File: config.mk
export PLATFORM = sky130hd
export DESIGN_NAME = ps2_key_sequencer
export DESIGN_NICKNAME = d
export VERILOG_FILES = /design/src/rtl/ps2_key_sequencer.sv
export SDC_FILE = /design/constraint.sdc
export NUM_CORES = 1
export LEC_CHECK = 0
export CORE_MARGIN = 3
export CORE_UTILIZATION = 57
export CTS_BUF_LIST = sky130_fd_sc_hd__clkbuf_2 sky130_fd_sc_hd__clkbuf_4 sky130_fd_sc_hd__clkbuf_8
export CTS_CLUSTER_SIZE = 40
export DETAILED_ROUTE_END_ITERATION = 12
export PLACE_DENSITY = 0.88
export SYNTH_ARGS = -nofsm -noshare
export SYNTH_HDL_FRONTEND = slang
export SYNTH_SLANG_ARGS = --single-unit
File: constraint.sdc
create_clock -name clk -period 5.5 [get_ports clk]
set_input_delay 1.65 -clock clk [delete_from_list [all_inputs] [get_ports clk]]
set_output_delay 1.65 -clock clk [all_outputs]
set_load 0.005 [all_outputs]
File: src/rtl/ps2_key_sequencer.sv
`timescale 1ns/1ps
// ps2_key_sequencer
//   Sits between the PS/2 receiver FIFO and the display/consumer logic. Each
//   byte is popped with a one-cycle active-low strobe, E0/F0 prefixes are folded
//   into a single key event, the currently held key is tracked so typematic
//   repeats are told apart from new presses, and new presses advance a 2-digit
//   BCD count for the seven-segment display.
//
// Ports
//   clk, rst              clock, asynchronous active-high reset
//   ps2_ready/ps2_data    receiver FIFO non-empty flag and head byte
//   ps2_overflow          receiver FIFO overflow flag
//   ps2_nextdata_n        pop strobe to receiver (active-low, one cycle per byte)
//   cnt_clr               synchronous clear of press count and error flags
//   key_valid             one-cycle event strobe
//   key_code/ext/brk/rpt  event fields, held between strobes
//   key_down/held_code    currently held key
//   cnt_hi/cnt_lo         BCD press count
//   err_overflow/err_code sticky error flags
//
// state  | meaning
// IDLE   | waiting for ps2_ready
// FETCH  | capture head byte
// ACK    | ps2_nextdata_n low for one cycle
// DECODE | classify byte, update held key / count
// WAIT   | ACK_GAP cycles for receiver ready/data to settle
module ps2_key_sequencer #(
    parameter int ACK_GAP = 2
) (
    input  logic       clk,
    input  logic       rst,
    input  logic       ps2_ready,
    input  logic [7:0] ps2_data,
    input  logic       ps2_overflow,
    output logic       ps2_nextdata_n,
    input  logic       cnt_clr,
    output logic       key_valid,
    output logic [7:0] key_code,
    output logic       key_ext,
    output logic       key_brk,
    output logic       key_rpt,
    output logic       key_down,
    output logic [7:0] held_code,
    output logic [3:0] cnt_lo,
    output logic [3:0] cnt_hi,
    output logic       err_overflow,
    output logic       err_code
);

    typedef enum logic [2:0] {S_IDLE, S_FETCH, S_ACK, S_DECODE, S_WAIT} state_t;

    localparam int GW = (ACK_GAP > 1) ? $clog2(ACK_GAP) : 1;
    localparam logic [GW-1:0] GAP_LOAD = GW'(ACK_GAP - 1);

    state_t      state_q, state_d;
    logic [7:0]  byte_q, byte_d;
    logic [GW-1:0] gap_q, gap_d;
    logic        nextdata_n_q, nextdata_n_d;
    logic        ext_pend_q, ext_pend_d;
    logic        brk_pend_q, brk_pend_d;
    logic        key_valid_q, key_valid_d;
    logic [7:0]  key_code_q, key_code_d;
    logic        key_ext_q, key_ext_d;
    logic        key_brk_q, key_brk_d;
    logic        key_rpt_q, key_rpt_d;
    logic        key_down_q, key_down_d;
    logic [7:0]  held_code_q, held_code_d;
    logic        held_ext_q, held_ext_d;
    logic [3:0]  cnt_lo_q, cnt_lo_d;
    logic [3:0]  cnt_hi_q, cnt_hi_d;
    logic        err_ovf_q, err_ovf_d;
    logic        err_code_q, err_code_d;

    logic        inc;
    logic        code_err_set;
    logic        match;

    // Held key identity includes the E0 prefix: plain 75 and E0 75 are different keys.
    assign match = key_down_q && (held_code_q == byte_q) && (held_ext_q == ext_pend_q);

    always_comb begin
        state_d      = state_q;
        byte_d       = byte_q;
        gap_d        = gap_q;
        ext_pend_d   = ext_pend_q;
        brk_pend_d   = brk_pend_q;
        key_valid_d  = 1'b0;
        key_code_d   = key_code_q;
        key_ext_d    = key_ext_q;
        key_brk_d    = key_brk_q;
        key_rpt_d    = key_rpt_q;
        key_down_d   = key_down_q;
        held_code_d  = held_code_q;
        held_ext_d   = held_ext_q;
        cnt_lo_d     = cnt_lo_q;
        cnt_hi_d     = cnt_hi_q;
        err_ovf_d    = err_ovf_q;
        err_code_d   = err_code_q;
        inc          = 1'b0;
        code_err_set = 1'b0;

        case (state_q)
            S_IDLE: begin
                if (ps2_ready) state_d = S_FETCH;
            end
            S_FETCH: begin
                byte_d  = ps2_data;
                state_d = S_ACK;
            end
            S_ACK: begin
                state_d = S_DECODE;
            end
            S_DECODE: begin
                state_d = S_WAIT;
                gap_d   = GAP_LOAD;
                case (byte_q)
                    8'hE0: ext_pend_d = 1'b1;
                    8'hF0: brk_pend_d = 1'b1;
                    8'h00, 8'hFF: begin
                        code_err_set = 1'b1;
                        ext_pend_d   = 1'b0;
                        brk_pend_d   = 1'b0;
                    end
                    default: begin
                        key_valid_d = 1'b1;
                        key_code_d  = byte_q;
                        key_ext_d   = ext_pend_q;
                        key_brk_d   = brk_pend_q;
                        key_rpt_d   = 1'b0;
                        ext_pend_d  = 1'b0;
                        brk_pend_d  = 1'b0;
                        if (brk_pend_q) begin
                            if (match) key_down_d = 1'b0;
                        end else if (match) begin
                            key_rpt_d = 1'b1;
                        end else begin
                            held_code_d = byte_q;
                            held_ext_d  = ext_pend_q;
                            key_down_d  = 1'b1;
                            inc         = 1'b1;
                        end
                    end
                endcase
            end
            S_WAIT: begin
                if (gap_q == '0) state_d = S_IDLE;
                else             gap_d   = gap_q - 1'b1;
            end
            default: state_d = S_IDLE;
        endcase

        if (inc) begin
            if (cnt_lo_q == 4'd9) begin
                cnt_lo_d = 4'd0;
                cnt_hi_d = (cnt_hi_q == 4'd9) ? 4'd0 : cnt_hi_q + 4'd1;
            end else begin
                cnt_lo_d = cnt_lo_q + 4'd1;
            end
        end

        if (cnt_clr) begin
            cnt_lo_d   = 4'd0;
            cnt_hi_d   = 4'd0;
            err_ovf_d  = 1'b0;
            err_code_d = 1'b0;
        end

        // Error sets land after the clear so a coincident event is never lost.
        if (ps2_overflow) err_ovf_d  = 1'b1;
        if (code_err_set) err_code_d = 1'b1;

        // Registered strobe: low exactly while the FSM sits in ACK.
        nextdata_n_d = (state_d != S_ACK);
    end

    always_ff @(posedge clk or posedge rst) begin
        if (rst) begin
            state_q      <= S_IDLE;
            byte_q       <= 8'h00;
            gap_q        <= '0;
            nextdata_n_q <= 1'b1;
            ext_pend_q   <= 1'b0;
            brk_pend_q   <= 1'b0;
            key_valid_q  <= 1'b0;
            key_code_q   <= 8'h00;
            key_ext_q    <= 1'b0;
            key_brk_q    <= 1'b0;
            key_rpt_q    <= 1'b0;
            key_down_q   <= 1'b0;
            held_code_q  <= 8'h00;
            held_ext_q   <= 1'b0;
            cnt_lo_q     <= 4'd0;
            cnt_hi_q     <= 4'd0;
            err_ovf_q    <= 1'b0;
            err_code_q   <= 1'b0;
        end else begin
            state_q      <= state_d;
            byte_q       <= byte_d;
            gap_q        <= gap_d;
            nextdata_n_q <= nextdata_n_d;
            ext_pend_q   <= ext_pend_d;
            brk_pend_q   <= brk_pend_d;
            key_valid_q  <= key_valid_d;
            key_code_q   <= key_code_d;
            key_ext_q    <= key_ext_d;
            key_brk_q    <= key_brk_d;
            key_rpt_q    <= key_rpt_d;
            key_down_q   <= key_down_d;
            held_code_q  <= held_code_d;
            held_ext_q   <= held_ext_d;
            cnt_lo_q     <= cnt_lo_d;
            cnt_hi_q     <= cnt_hi_d;
            err_ovf_q    <= err_ovf_d;
            err_code_q   <= err_code_d;
        end
    end

    assign ps2_nextdata_n = nextdata_n_q;
    assign key_valid      = key_valid_q;
    assign key_code       = key_code_q;
    assign key_ext        = key_ext_q;
    assign key_brk        = key_brk_q;
    assign key_rpt        = key_rpt_q;
    assign key_down       = key_down_q;
    assign held_code      = held_code_q;
    assign cnt_lo         = cnt_lo_q;
    assign cnt_hi         = cnt_hi_q;
    assign err_overflow   = err_ovf_q;
    assign err_code       = err_code_q;

endmodule

Yosys cells after proc, flatten, opt, wreduce, memory -nomap -nowiden
Index checks and enable logic that the tools add are counted.
{"block": "classes", "add_sub_neg": 3, "eq_ne": 14, "n_mux": 30, "bitwise": 5, "n_reduce_logical": 17}
{"operator": "2-to-1 mux 4 bit", "count": 7}
{"operator": "== test 8 bit (second input constant)", "count": 3}
{"operator": "2-to-1 mux 1 bit", "count": 17}
{"operator": "one-hot mux 3 bit (5 select lines)", "count": 1}
{"operator": "nonzero test 2 bit", "count": 5}
{"operator": "adder 4 x 1 -> 4 bit (second input constant)", "count": 2}
{"operator": "== test 4 bit (second input constant)", "count": 2}
{"operator": "== test 8 bit", "count": 1}
{"operator": "zero test 8 bit", "count": 1}
{"operator": "AND reduction 2 bit", "count": 4}
{"operator": "AND reduction 4 bit", "count": 2}
{"operator": "== test 3 x 2 -> 1 bit (second input constant)", "count": 2}
{"operator": "2-to-1 mux 3 bit", "count": 2}
{"operator": "one-hot mux 1 bit (2 select lines)", "count": 3}
{"operator": "inverter 1 bit", "count": 5}
{"operator": "OR reduction 4 bit", "count": 1}
{"operator": "== test 3 x 1 -> 1 bit (second input constant)", "count": 1}
{"operator": "== test 3 bit (second input constant)", "count": 1}
{"operator": "zero test 3 bit", "count": 1}
{"operator": "inequality test 3 x 2 -> 1 bit (second input constant)", "count": 1}
{"operator": "logical AND 1 bit", "count": 2}
{"operator": "inequality test 2 x 1 -> 1 bit (second input constant)", "count": 1}
{"operator": "inequality test 2 bit (second input constant)", "count": 1}
{"operator": "OR reduction 2 bit", "count": 1}
{"operator": "2 further kinds", "count": 2}
{"block": "totals", "register_bits": 47, "inputBits": 13, "output_inout_bits": 32}

Logic depth before layout (Yosys ltp)
Gate-level depths: netlist of the first run.
{"block": "depth", "depth_word": 9, "depth_mapped": 9, "depth_no_buf": 8}

Worst setup path before layout of the first run
No wires, ideal clock.
{"block": "synth_path", "path_kind": "input to register", "start": "input port cnt_clr", "end": "register cnt_hi_q[2], in the netlist cnt_hi[2]", "setup_time_ps": 96, "arrival_ps": 2343, "required_time_ps": 5404, "setup_slack_ps": 3061, "path_stages": 3, "path_buffers": 1, "cell_sequence": "clkbuf_1 > or3_1 > o31ai_1"}
{"block": "synth_between", "elab_chain_cells": 2, "word_cells_on_any_way": 4}
{"element": "from (decl)", "line": "36", "text": "input logic cnt_clr,"}
{"element": "nonzero test 2 bit (no line)"}
{"element": "AND reduction 2 bit (no line)"}
{"element": "to (signal assigned)", "line": "212", "text": "cnt_hi_q <= cnt_hi_d;"}
{"element": "to (decl)", "line": "70", "text": "logic [3:0] cnt_hi_q, cnt_hi_d;"}
Parallel ways exist; a longest one is shown, timed or not.
A chain may end at the register's enable or synchronous reset.

Worst setup path after layout of the first run
{"block": "layout_path", "start": "register cnt_hi_q[0], in the netlist cnt_hi[0]", "end": "output port cnt_hi[0]"}
{"element": "to (decl)", "line": "45", "text": "output logic [3:0] cnt_hi,"}
No word-level cell between the ends.

==> impl_metrics.py, run 1 <==
metrics = {
    "status": {
        "status": "completed",
    },
    "power": {
        "swShare_pct": 35.0,
        "p_int_w": 0.000972,
        "irDropWorstVdd_uv": 387,
        "power-per-cell-area_nw_per_um2": 546,
        "power_frac_seq_pct": 43.7,
        "clkPwrFrac_pct": 15.0,
        "switching_power_w": 0.000523,
        "pwr-share-comb_pct": 41.4,
        "leakagePower_nw": 1.18,
    },
    "timing": {
        "worstMarginPinSlew_ps": 928,
        "slew_violations": 0,
        "whs_ps": 499,
        "fin_crit_sh_pct": 54.0,
        "setup_viol_count_final": 0,
        "rsz0062_at_grt": "false",
        "skew_ps": 4.61,
        "fin_crit_ps": 2970,
        "slew-limit-headroom_pct": 38.0,
        "setup_tns_ps": 0,
        "setup_slack_ps": 2530,
        "fmax_ghz": 0.337,
        "hold_viol_final": 0,
    },
    "routing": {
        "avgRoutedWirePerCell_um": 16.2,
        "topRoutingLayerUsed": "met4",
        "wl_met3_um": 191,
        "antenna_left": 0,
        "drt_wl_total_mm": 4.32,
        "firstDrtPassIters": 4,
        "drt_iter0_markers": 132,
        "wl_met1_mm": 1.84,
        "vias": 1508,
        "drc_errors": 0,
        "dr_wl_met2_mm": 2.24,
        "vias_per_cell": 5.67,
    },
    "cells_and_area": {
        "instances_no_fill": 266,
        "final_common_cell": "dfrtp_1",
        "final_cell_mix": "dfrtp_1 (46), clkdlybuf4s50_1 (44), mux2_2 (15)",
        "fin_nets": 236,
        "nFillCells": 223,
        "drive_gt1_share_pct": 15.5,
        "area_growth_syn_to_layout_pct": 26.5,
        "ff_latch_area_sq_um": 1180,
        "multiInputGateArea_sq_um": 920,
        "post-route-cell-area_sq_um": 2740,
        "insertedDiodeCount": 0,
    },
    "worst_hold_path": {
        "min_path_type": "register to register",
        "min_path_cells": 1,
    },
    "logic_synthesis": {
        "postSynthAreaPerCell_sq_um": 12.6,
        "ys_ff_latch": 47,
        "synth_cell_types": 41,
        "synth_top_family_by_area": "multiplexers",
        "yosysWarnings": 0,
        "ys_seq_area_share_pct": 54.4,
        "synthAdderAreaFrac_pct": 2.31,
        "synth_ff_type": "dfrtp_1",
        "syn_nets": 189,
        "syn_area_sq_um": 2170,
        "synth_cells": 172,
        "synth_compound_area_share_pct": 9.82,
        "async_flop_share_pct": 100,
        "synth_xor_area_share_pct": 4.45,
        "synth-simple-area-share_pct": 11.8,
        "synthMuxAreaShare_pct": 14.0,
        "synth_edf_count": 0,
    },
    "worst_setup_path": {
        "cp_max_fo": 6,
        "rr_worst_depth": 4,
        "cp-end-kind": "primary output",
        "critical_path.slowest_cell": "clkdlybuf4s50_1",
        "start_kind": "register",
        "cp.required_ps": 3850,
        "slowest_delay_ps": 560,
        "worst-path-buf-inv": 1,
        "critical_path_class": "register to primary output",
        "crit_family": "buffers and inverters",
        "cp.arrival_ps": 1320,
        "cp.depth": 1,
        "cp_cell_sequence": "clkdlybuf4s50_1",
    },
    "clocking": {
        "ctsResizeCount": 0,
        "cts_setup_buffers": 0,
        "clock-sinks": 47,
        "ctsHoldBuffers": 0,
        "cts.path.max_buffers": 2,
        "insertion_delay_ps": 290,
        "htree_levels": 2,
        "clk_pin_slew_ps": 80,
        "cts.root.buffer_cell": "clkbuf_8",
        "cts_tree": "built",
        "numCtsBuffers": 5,
    },
    "placement": {
        "place.port_buffers": 44,
        "dp.cells": 258,
        "post-place-ws_ps": 2550,
        "dpl.hpwl_mm": 3.04,
        "globalplace.congestion": 0.800,
        "place_area_sq_um": 2640,
    },
    "global_route": {
        "grt.overflow.total": 0,
        "grt_pass1_vias": 1581,
        "grt_start_max_net_pins": 48,
        "grt_antenna_before_repair": 0,
        "grt_pass1_wl_mm": 7.49,
        "grt_usage_pct": 22.1,
    },
    "floorplan": {
        "die_h_um": 67.6,
        "num_rows": 21,
        "ios": 45,
        "die_w_um": 67.6,
        "fp.coreArea_sq_um": 3490,
        "die_area_sq_um": 4580,
        "start_util_pct": 62.0,
    },
    "flow_run": {
        "cap_violations": 0,
    },
}
area by class of cell:
type / instances / share of cell area, %
clock buffer: 8 / 3.79
inverter: 11 / 1.51
multi-input combinational: 110 / 33.6
sequential: 47 / 43.0
tap: 46 / 2.10
timing repair buffer: 44 / 16.1
power by group through the flow:
stage	Clock, W	Combinational [W]	Sequential (W)
final	0.000224	0.000618	0.000653
after global routing	0.000248	0.000677	0.000679
after CTS	0.000230	0.000629	0.000653
after detailed placement	0	0.000621	0.000657
after global placement	0	0.000595	0.000640
after floorplan	0	0.000400	0.000620
per-stage QoR:
stage | util (%) | total power, W
after global placement | 75.4 | 0.00123
after detailed placement | 75.4 | 0.00128
after CTS | 78.4 | 0.00151
after floorplan | - | 0.00102
after global routing | 78.4 | 0.00160
final | 78.4 | 0.00150
logic make-up (layout without fill, tap and decap cells):
family                   after synthesis  count (layout)
AO/OA/AOI/OAI                         27              27
AND/OR/NAND/NOR                       41              41
buffers and inverters                 15              63
XOR/XNOR                              11              11
adder cells (fa/ha/maj)                4               4
multiplexers                          27              27
flip-flops                            47              47
state kept, by name (all words and copies together) (netlist names), 3 cells and up:
| register | cells |
|---|---|
| key_code | 8 |
| cnt_lo | 4 |
| state_q | 3 |
| held_code | 8 |
| cnt_hi | 4 |
| byte_q | 8 |
routing by layer:
metal | track usage [%] | up-vias
met3 | 5.49 | 6
met5 | 0 | -
met4 | 5.57 | 0
met2 | 36.9 | 45
met1 | 28.8 | 756
li1 | - | 701
cells in the mapped netlist (2+ instances only):
cell | number | share of area (%)
o21ai_1 | 2 | 0.46
a211oi_4 | 2 | 1.8
mux2_2 | 15 | 7.8
nor4_1 | 4 | 1.2
nand3_1 | 4 | 0.92
nor2_1 | 9 | 1.6
mux2_1 | 12 | 6.2
nand2_1 | 6 | 1.0
xor2_1 | 9 | 3.6
a21oi_1 | 8 | 1.8
o31ai_1 | 3 | 1.0
nor2b_1 | 2 | 0.58
or3_1 | 2 | 0.58
or4_1 | 3 | 1.0
dfrtp_1 | 46 | 53
nand2b_1 | 2 | 0.58
a21o_1 | 2 | 0.69
ha_1 | 4 | 2.3
xnor2_1 | 2 | 0.81
inv_1 | 11 | 1.9
o21ai_0 | 4 | 0.92
final timing paths:
kind	startpoint	end	slack, ps
hold reg to reg	key_code[7]$_DFFE_PP0P_	key_code[7]$_DFFE_PP0P_	500
max in group asynchronous	rst	held_code[5]$_DFFE_PP0P_	3040
hold / removal	key_code[7]$_DFFE_PP0P_	key_code[7]$_DFFE_PP0P_	500
setup / recovery	cnt_hi[0]$_DFFE_PP0P_	cnt_hi[0]	2530
min in group asynchronous	rst	state_q[2]$_DFF_PP0_	1890
setup reg to reg	byte_q[4]$_DFFE_PP0P_	key_rpt$_DFFE_PP0P_	2990
Power figures use the tool's default switching activity.
==> inputs of run 2 (changes only) <==
- CORE_UTILIZATION: 57 -> 47
- PLACE_DENSITY: 0.88 -> 0.77
- clock period: 5.5 -> 2.4 ns (I/O delays scaled with it)
==> impl_metrics.py, run 2 (same netlist as run 1, synthesis figures left out) <==
metrics = {
    "cells_and_area": {
        "ff_latch_area_sq_um": 1180,
        "drive_gt1_share_pct": 17.7,
        "multiInputGateArea_sq_um": 920,
        "final_cell_mix": "dfrtp_1 (46), clkdlybuf4s50_1 (44), mux2_2 (15)",
        "area_growth_syn_to_layout_pct": 29.1,
        "fin_nets": 242,
        "fin_util_pct": 63.4,
        "nFillCells": 332,
        "insertedDiodeCount": 0,
        "final_common_cell": "dfrtp_1",
    },
    "clocking": {
        "clock-sinks": 47,
        "cts_setup_buffers": 0,
        "cts_tree": "built",
        "ctsResizeCount": 0,
        "ctsHoldBuffers": 0,
        "insertion_delay_ps": 290,
        "htree_levels": 2,
        "clk_pin_slew_ps": 80,
        "numCtsBuffers": 5,
        "cts.root.buffer_cell": "clkbuf_8",
        "cts.path.max_buffers": 2,
    },
    "placement": {
        "globalplace.congestion": 0.779,
        "post-place-ws_ps": 236,
        "dpl.hpwl_mm": 2.98,
        "place.port_buffers": 44,
    },
    "routing": {
        "avgRoutedWirePerCell_um": 14.4,
        "drc_errors": 0,
        "drt_wl_total_mm": 3.99,
        "vias_per_cell": 5.36,
        "antenna_left": 0,
        "drt_iter0_markers": 83,
        "firstDrtPassIters": 4,
        "vias": 1489,
    },
    "worst_hold_path": {
        "min_path_cells": 1,
        "min_path_type": "register to register",
    },
    "power": {
        "switching_power_w": 0.00119,
        "swShare_pct": 34.6,
        "leakagePower_nw": 1.21,
        "p_int_w": 0.00225,
        "irDropWorstVdd_uv": 792,
        "pwr-share-comb_pct": 42.8,
        "total_power_w": 0.00344,
        "clkPwrFrac_pct": 14.2,
        "power_frac_seq_pct": 42.9,
        "power-per-cell-area_nw_per_um2": 1230,
    },
    "timing": {
        "setup_tns_ps": 0,
        "hold_viol_final": 0,
        "slew-limit-headroom_pct": 70.5,
        "setup_viol_count_final": 0,
        "worstMarginPinSlew_ps": 440,
        "skew_ps": 5.78,
        "fin_crit_ps": 2170,
        "fin_crit_sh_pct": 90.2,
        "fmax_ghz": 0.462,
        "rsz0062_at_grt": "false",
        "setup_slack_ps": 234,
        "slew_violations": 0,
    },
    "worst_setup_path": {
        "cp.required_ps": 2590,
        "cp-end-kind": "register",
        "cp_cell_sequence": "xor2_1 -> nor4_1 -> nand4_1 -> ha_1 -> and2_1 -> o2111ai_2 -> nor4_1 -> a31o_1",
        "start_kind": "register",
        "critical_path.slowest_cell": "dfrtp_1",
        "cp_max_fo": 8,
        "critical_path_class": "register to register",
        "slowest_delay_ps": 460,
        "cp_common_cell": "nor4_1",
        "cp.arrival_ps": 2360,
        "rr_worst_depth": 8,
    },
    "flow_run": {
        "cap_violations": 0,
    },
    "global_route": {
        "grt.overflow.total": 0,
        "grt_usage_pct": 16.3,
        "grt_start_max_net_pins": 22,
        "grt_pass1_wl_mm": 6.65,
        "grt_antenna_before_repair": 0,
        "grt_pass1_vias": 1435,
    },
    "status": {
        "status": "completed",
    },
    "floorplan": {
        "fp.coreArea_sq_um": 4410,
        "start_util_pct": 49.1,
        "ios": 45,
        "die_h_um": 73.9,
        "die_w_um": 73.9,
        "num_rows": 24,
        "die_area_sq_um": 5460,
    },
}
## run 2: through the flow
stage / instances / instance area (sq um) / hold slack [ps]
floorplan: 172 / 2170 / 453
global placement: 270 / 2700 / 465
detailed placement: 270 / 2700 / 468
CTS: 278 / 2800 / 487
global route: 278 / 2800 / 504
finish: 278 / 2800 / 480
## run 2: routing by layer
| metal | vias up | part of all wire, % | GRT usage, % |
|---|---|---|---|
| li1 | 718 | - | - |
| met4 | 0 | 1.6 | 6.64 |
| met2 | 35 | 48 | 25.6 |
| met1 | 731 | 46 | 21.4 |
| met3 | 5 | 4.6 | 4.24 |
| met5 | - | 0 | 0 |
## run 2: critical path, delay by kind of cell, from the launching register on
kind | cells | cell delay, ps
adder cells (fa/ha/maj) | 1 | 270
AND/OR/NAND/NOR | 4 | 790
XOR/XNOR | 1 | 190
flip-flops | 1 | 460
AO/OA/AOI/OAI | 2 | 350
## run 2: path summary, 6_finish.rpt
| check | start | slack (ps) | endpoint |
|---|---|---|---|
| max | byte_q[0]$_DFFE_PP0P_ | 230 | cnt_hi[0]$_DFFE_PP0P_ |
| min | err_overflow$_DFFE_PP0P_ | 480 | err_overflow$_DFFE_PP0P_ |
| max reg2reg | byte_q[0]$_DFFE_PP0P_ | 230 | cnt_hi[0]$_DFFE_PP0P_ |
| min reg2reg | err_overflow$_DFFE_PP0P_ | 480 | err_overflow$_DFFE_PP0P_ |
| max in group asynchronous | rst | 1230 | key_ext$_DFFE_PP0P_ |
| min in group asynchronous | rst | 680 | key_code[3]$_DFFE_PP0P_ |
## run 2: cell type report
cell class | count | share of cell area [%]
clock buffers | 7 | 3.22
clock inverters | 1 | 0.179
inverters | 11 | 1.48
multi-input cells | 110 | 32.9
flip-flops and latches | 47 | 42.1
well taps | 52 | 2.33
repair buffers | 50 | 17.8
## run 2: power by group through the flow
stage               Combinational [W]  Sequential [W]  Clock [W]
CTS                           0.00150         0.00148   0.000504
finish                        0.00147         0.00147   0.000490
detailed placement            0.00149         0.00149          0
global placement              0.00145         0.00148          0
global route                  0.00162         0.00153   0.000534
floorplan                    0.000916         0.00142          0
==> inputs of run 3 (changes only) <==
- CORE_UTILIZATION: 47 -> 30
- PLACE_DENSITY: 0.77 -> not set
==> impl_metrics.py, run 3 (same netlist as run 1, synthesis figures left out) <==
metrics = {
    "status": {
        "status": "completed",
    },
    "clocking": {
        "numCtsBuffers": 5,
        "cts_setup_buffers": 0,
        "clk_pin_slew_ps": 90,
        "insertion_delay_ps": 300,
        "cts.path.max_buffers": 2,
        "cts_tree": "built",
        "htree_levels": 2,
        "cts.root.buffer_cell": "clkbuf_8",
        "ctsHoldBuffers": 0,
        "clock-sinks": 47,
    },
    "worst_setup_path": {
        "cp_cell_sequence": "xor2_1 -> nor4_2 -> nand4_1 -> ha_1 -> and2_1 -> o2111ai_2 -> or3_1 -> a21oi_1",
        "worst-path-buf-inv": 0,
        "critical_path_class": "register to register",
        "cp-end-kind": "register",
        "start_kind": "register",
        "crit_family": "simple AND/OR/NAND/NOR gates",
        "cp.required_ps": 2620,
        "slowest_delay_ps": 460,
        "cp.arrival_ps": 2370,
        "r2r_setup_slack_ps": 260,
        "critical_path.slowest_cell": "dfrtp_1",
        "cp_max_fo": 8,
    },
    "floorplan": {
        "die_area_sq_um": 8270,
        "die_w_um": 91.0,
        "start_util_pct": 31.4,
        "fp.coreArea_sq_um": 6910,
        "ios": 45,
        "die_h_um": 91.0,
        "num_rows": 30,
    },
    "cells_and_area": {
        "drive_gt1_share_pct": 19.0,
        "final_cell_mix": "dfrtp_1 (44), clkdlybuf4s50_1 (44), mux2_2 (15)",
        "area_growth_syn_to_layout_pct": 33.4,
        "fin_util_pct": 41.8,
        "instances_no_fill": 322,
        "fin_nets": 242,
        "insertedDiodeCount": 0,
        "post-route-cell-area_sq_um": 2890,
    },
    "timing": {
        "setup_viol_count_final": 0,
        "hold_viol_final": 0,
        "slew_violations": 0,
        "setup_slack_ps": 255,
        "skew_ps": 4.67,
        "fin_crit_sh_pct": 89.4,
        "rsz0062_at_grt": "false",
        "slew-limit-headroom_pct": 70.7,
        "fin_crit_ps": 2140,
        "worstMarginPinSlew_ps": 437,
        "setup_tns_ps": 0,
        "fmax_ghz": 0.466,
    },
    "power": {
        "power_frac_seq_pct": 40.9,
        "power-per-cell-area_nw_per_um2": 1270,
        "p_int_w": 0.00242,
        "leakagePower_nw": 1.21,
        "clkPwrFrac_pct": 18.7,
        "swShare_pct": 33.7,
        "switching_power_w": 0.00123,
        "irDropWorstVdd_uv": 599,
        "pwr-share-comb_pct": 40.4,
    },
    "routing": {
        "vias": 1490,
        "firstDrtPassIters": 4,
        "antenna_left": 0,
        "vias_per_cell": 4.63,
        "drt_iter0_markers": 43,
        "drt_wl_total_mm": 4.44,
        "drc_errors": 0,
        "avgRoutedWirePerCell_um": 13.8,
    },
    "placement": {
        "place_area_sq_um": 2740,
        "globalplace.congestion": 0.748,
        "dpl.hpwl_mm": 3.30,
        "dp.cells": 314,
        "place.port_buffers": 44,
        "post-place-ws_ps": 255,
    },
    "global_route": {
        "grt_pass1_wl_mm": 7.49,
        "grt.overflow.total": 0,
        "grt_start_max_net_pins": 19,
        "grt_pass1_vias": 1526,
        "grt_antenna_before_repair": 0,
        "grt_usage_pct": 11.5,
    },
    "flow_run": {
        "cap_violations": 0,
    },
    "worst_hold_path": {
        "min_path_type": "register to register",
    },
}
## run 3: changes by cell type in the layout (fill, tap and decap cells not counted), sizes merged
cell and change:
clkinv -1, clkbuf -2, clkinvlp +1, bufinv +2
## run 3: timing repair
item                                    in CTS  in global routing
endpoints found under the setup margin       0                  1
gates resized for setup                      0                  3
endpoints found under the hold margin        0                  0
## run 3: cell type report
cell class	instances	area, sq um
Clock buffer	5	68.8
Inverter	11	41.3
Fill cell	669	4020
Tap cell	96	120
Clock inverter	3	67.6
Timing Repair Buffer	50	485
Multi-Input combinational cell	110	926
Sequential cell	47	1180
## run 3: path summary, 6_finish.rpt
kind                       cells after the start                        to                startpoint
hold / removal                                 1  err_overflow$_DFFE_PP0P_  err_overflow$_DFFE_PP0P_
max in group asynchronous                      3     byte_q[2]$_DFFE_PP0P_                       rst
min in group asynchronous                      2     byte_q[3]$_DFFE_PP0P_                       rst
setup reg to reg                               8     cnt_hi[3]$_DFFE_PP0P_     byte_q[7]$_DFFE_PP0P_
setup / recovery                               8     cnt_hi[3]$_DFFE_PP0P_     byte_q[7]$_DFFE_PP0P_
hold reg to reg                                1  err_overflow$_DFFE_PP0P_  err_overflow$_DFFE_PP0P_
## run 3: worst reg2reg max path, delay by kind of cell (launching register included)
family | cells | cell delay, ps
compound gates | 2 | 370
xor+xnor | 1 | 220
simple gates | 4 | 760
fa+ha+maj | 1 | 250
flops | 1 | 460
## run 3: through the flow
step | hold slack [ps] | total power [W]
floorplan | 453 | 0.00234
global placement | 469 | 0.00298
global route | 533 | 0.00392
detailed placement | 476 | 0.00300
finish | 488 | 0.00366
CTS | 497 | 0.00371
## run 3: power groups by stage
stage          Combinational, W  Sequential [W]  Clock (W)
2_1_floorplan          0.000916         0.00142          0
3_3_place_gp            0.00147         0.00151          0
3_5_place_dp            0.00149         0.00151          0
4_1_cts                 0.00150         0.00150   0.000710
5_1_grt                 0.00163         0.00155   0.000735
6_report                0.00148         0.00149   0.000684
## run 3: layer usage
metal	wire (um)	vias up	track usage, %
li1	-	715	-
met1	2090	727	14.7
met2	2040	41	17.8
met3	203	7	2.98
met4	95	0	5.65
met5	0	-	0
==> patch (settings of run 3) <==
Make the reset (`rst`) synchronous in one clocked block. Comments in the files are not updated.
--- a/src/rtl/ps2_key_sequencer.sv
+++ b/src/rtl/ps2_key_sequencer.sv
@@ -173,7 +173,7 @@
         nextdata_n_d = (state_d != S_ACK);
     end
 
-    always_ff @(posedge clk or posedge rst) begin
+    always_ff @(posedge clk) begin
         if (rst) begin
             state_q      <= S_IDLE;
             byte_q       <= 8'h00;
Check against the original RTL: differs if rst is asserted again (counterexample within 4 cycles, from zero or initial values and one cycle with rst high); with rst held inactive, the same outputs for 10 cycles.
==> patch against run 3 <==
Synthesized area fell by 6.2%; utilization rose by 0.93 points; setup slack worse by 120 ps; hold slack worse by 11 ps; wire length grew 6.5%; final area down 4.4%; final cell count is 9.3% higher; sequential cell count unchanged; die area fell by 5.8%.
Power is not compared: it rests on default switching activity, and its combinational part moved more than twofold at a synthesized area within 25%.
==> patch: results (changes against run 3) <==
* Unique masters post-synth at 41 (unchanged)
* Clk Tree Root Cell: clkbuf_8 (unchanged)
* Met2 WL at 2170 um (was 2040 um)
* Drt initial violations at 42 (was 43)
* Fillers at 652 (was 669)
* Met1 global-route usage at 0.156 (was 0.147)
* M1 WL at 2240 um (was 2090 um)
* Pin count of the biggest net entering global routing at 29 (was 19)
* Port-buffer cells at 44 (unchanged)
* Max incr delay on CP at 350 ps (was 460 ps)
* Met3 Usage GRT at 0.0326 (was 0.0298)
* Final HPWL from detailed placement at 3410 um (was 3300 um)
* Total track usage at 0.126 (was 0.115)
* Worst Hold Path Cells at 2 (was 1)
* Crit path max fanout at 5 (was 8)
* DR WL/cell at 13.4 um (was 13.8 um)
* Yosys warns at 0 (unchanged)
* Slowest CP cell: nor4_2 (was dfrtp_1)
* Reg2Reg Depth at 10 (was 8)
* Leakage power at 0.00111 uW
* Synth top area cells: dfxtp_1, mux2i_1, nor2_1 (was dfrtp_1, mux2_2, mux2_1)
* Peak supply drop at roughly 250 uV
* Vias after detailed routing at 1,701 (was 1,490)
* Outcome: complete, no violations (unchanged)
* Met3 Routed Length at 194 um (was 203 um)
* Met2 usage at 0.206 (was 0.178)
* Most frequent cells after synthesis: dfxtp_1, nor2_1, a21oi_1, mux2i_1, nand2_1 (was dfrtp_1, mux2_2, mux2_1, inv_1)
* Number of global-route vias before repair at 1,609 (was 1,526)
* Post-synth ARST share at 0 (was 1.00)
* Top layer in use: met4 (unchanged)
* Diodes inserted at 0 (unchanged)
* Clk slew on worst S/H paths at 90 ps (about the same)
* Post-layout net count at 289 (was 242)
* Crit path DAT at 2450 ps (was 2370 ps)
* Sequential share of the synthesized area at 0.463 (was 0.544)
* Global-route wire length before repair at 7530 um (was 7490 um)
* Layout Skew at 8.51 ps (was 4.67 ps)
* Total iterations of the first detailed-routing run at 4 (unchanged)
* GP Congestion at 0.801 (was 0.748)
* Rel. slew slack at 0.697 (was 0.707)
* Share of cells above drive strength 1 at 0.156 (was 0.190)
* CP top delay family: simple AND/OR/NAND/NOR gates (unchanged)
* Synthesized net count at 235 (was 189)
* Skew-Pair Late Insertion Delay at 300 ps (about the same)
==> patch: cell types whose count changed after synthesis, sizes merged, moves of 7 or more <==
| cell | change |
|---|---|
| dfxtp | +47 |
| dfrtp | -46 |
| mux2 | -27 |
| mux2i | +21 |
| nor2 | +21 |
| a21oi | +13 |
| o21ai | +8 |
| nand2 | +7 |
==> patch: logic make-up after synthesis <==
logic type | count (synthesis) | synth area share
adder cells (fa/ha/maj) | 2 | 0.0123
flip-flops | 47 | 0.463
multiplexers | 21 | 0.103
AND/OR/NAND/NOR | 73 | 0.186
buffers and inverters | 19 | 0.0456
AO/OA/AOI/OAI | 45 | 0.134
XOR/XNOR | 13 | 0.0560
==> patch: timing repair <==
item	4_1_cts	5_1_grt
gates resized for setup	0	10
buffers inserted	0	1
setup endpoints to repair	0	17
==> patch: metrics by stage <==
step	area (um2)	worst slack [ps]	std cells
after floorplan	2030	413	220
after detailed placement	2610	81.3	343
final	2760	139	352
after global routing	2760	6.91	352
after CTS	2710	69.1	351
after global placement	2610	103	343
==> patch: cell type report <==
type                       instances  area share
sequential                        47       0.343
tap                               77      0.0349
clock buffer                       6      0.0299
multi-input combinational        154       0.375
timing repair buffer              60       0.203
clock inverter                     2     0.00589
inverter                           6     0.00816
==> patch: report_power, final <==
group	internal (uW)	total, uW	switching [uW]
Clock	235	503	268
Sequential	800	826	25.2
Combinational	96.1	190	94.3
Total	1130	1520	387
==> patch: final timing paths <==
| check | from | endpoint | slack [ps] |
|---|---|---|---|
| worst min-delay path | held_ext_q | held_ext_q | 480 |
| worst min register to register | held_ext_q | held_ext_q | 480 |
| worst max register to register | held_code[0] | cnt_hi[3] | 140 |
| worst max-delay path | held_code[0] | cnt_hi[3] | 140 |
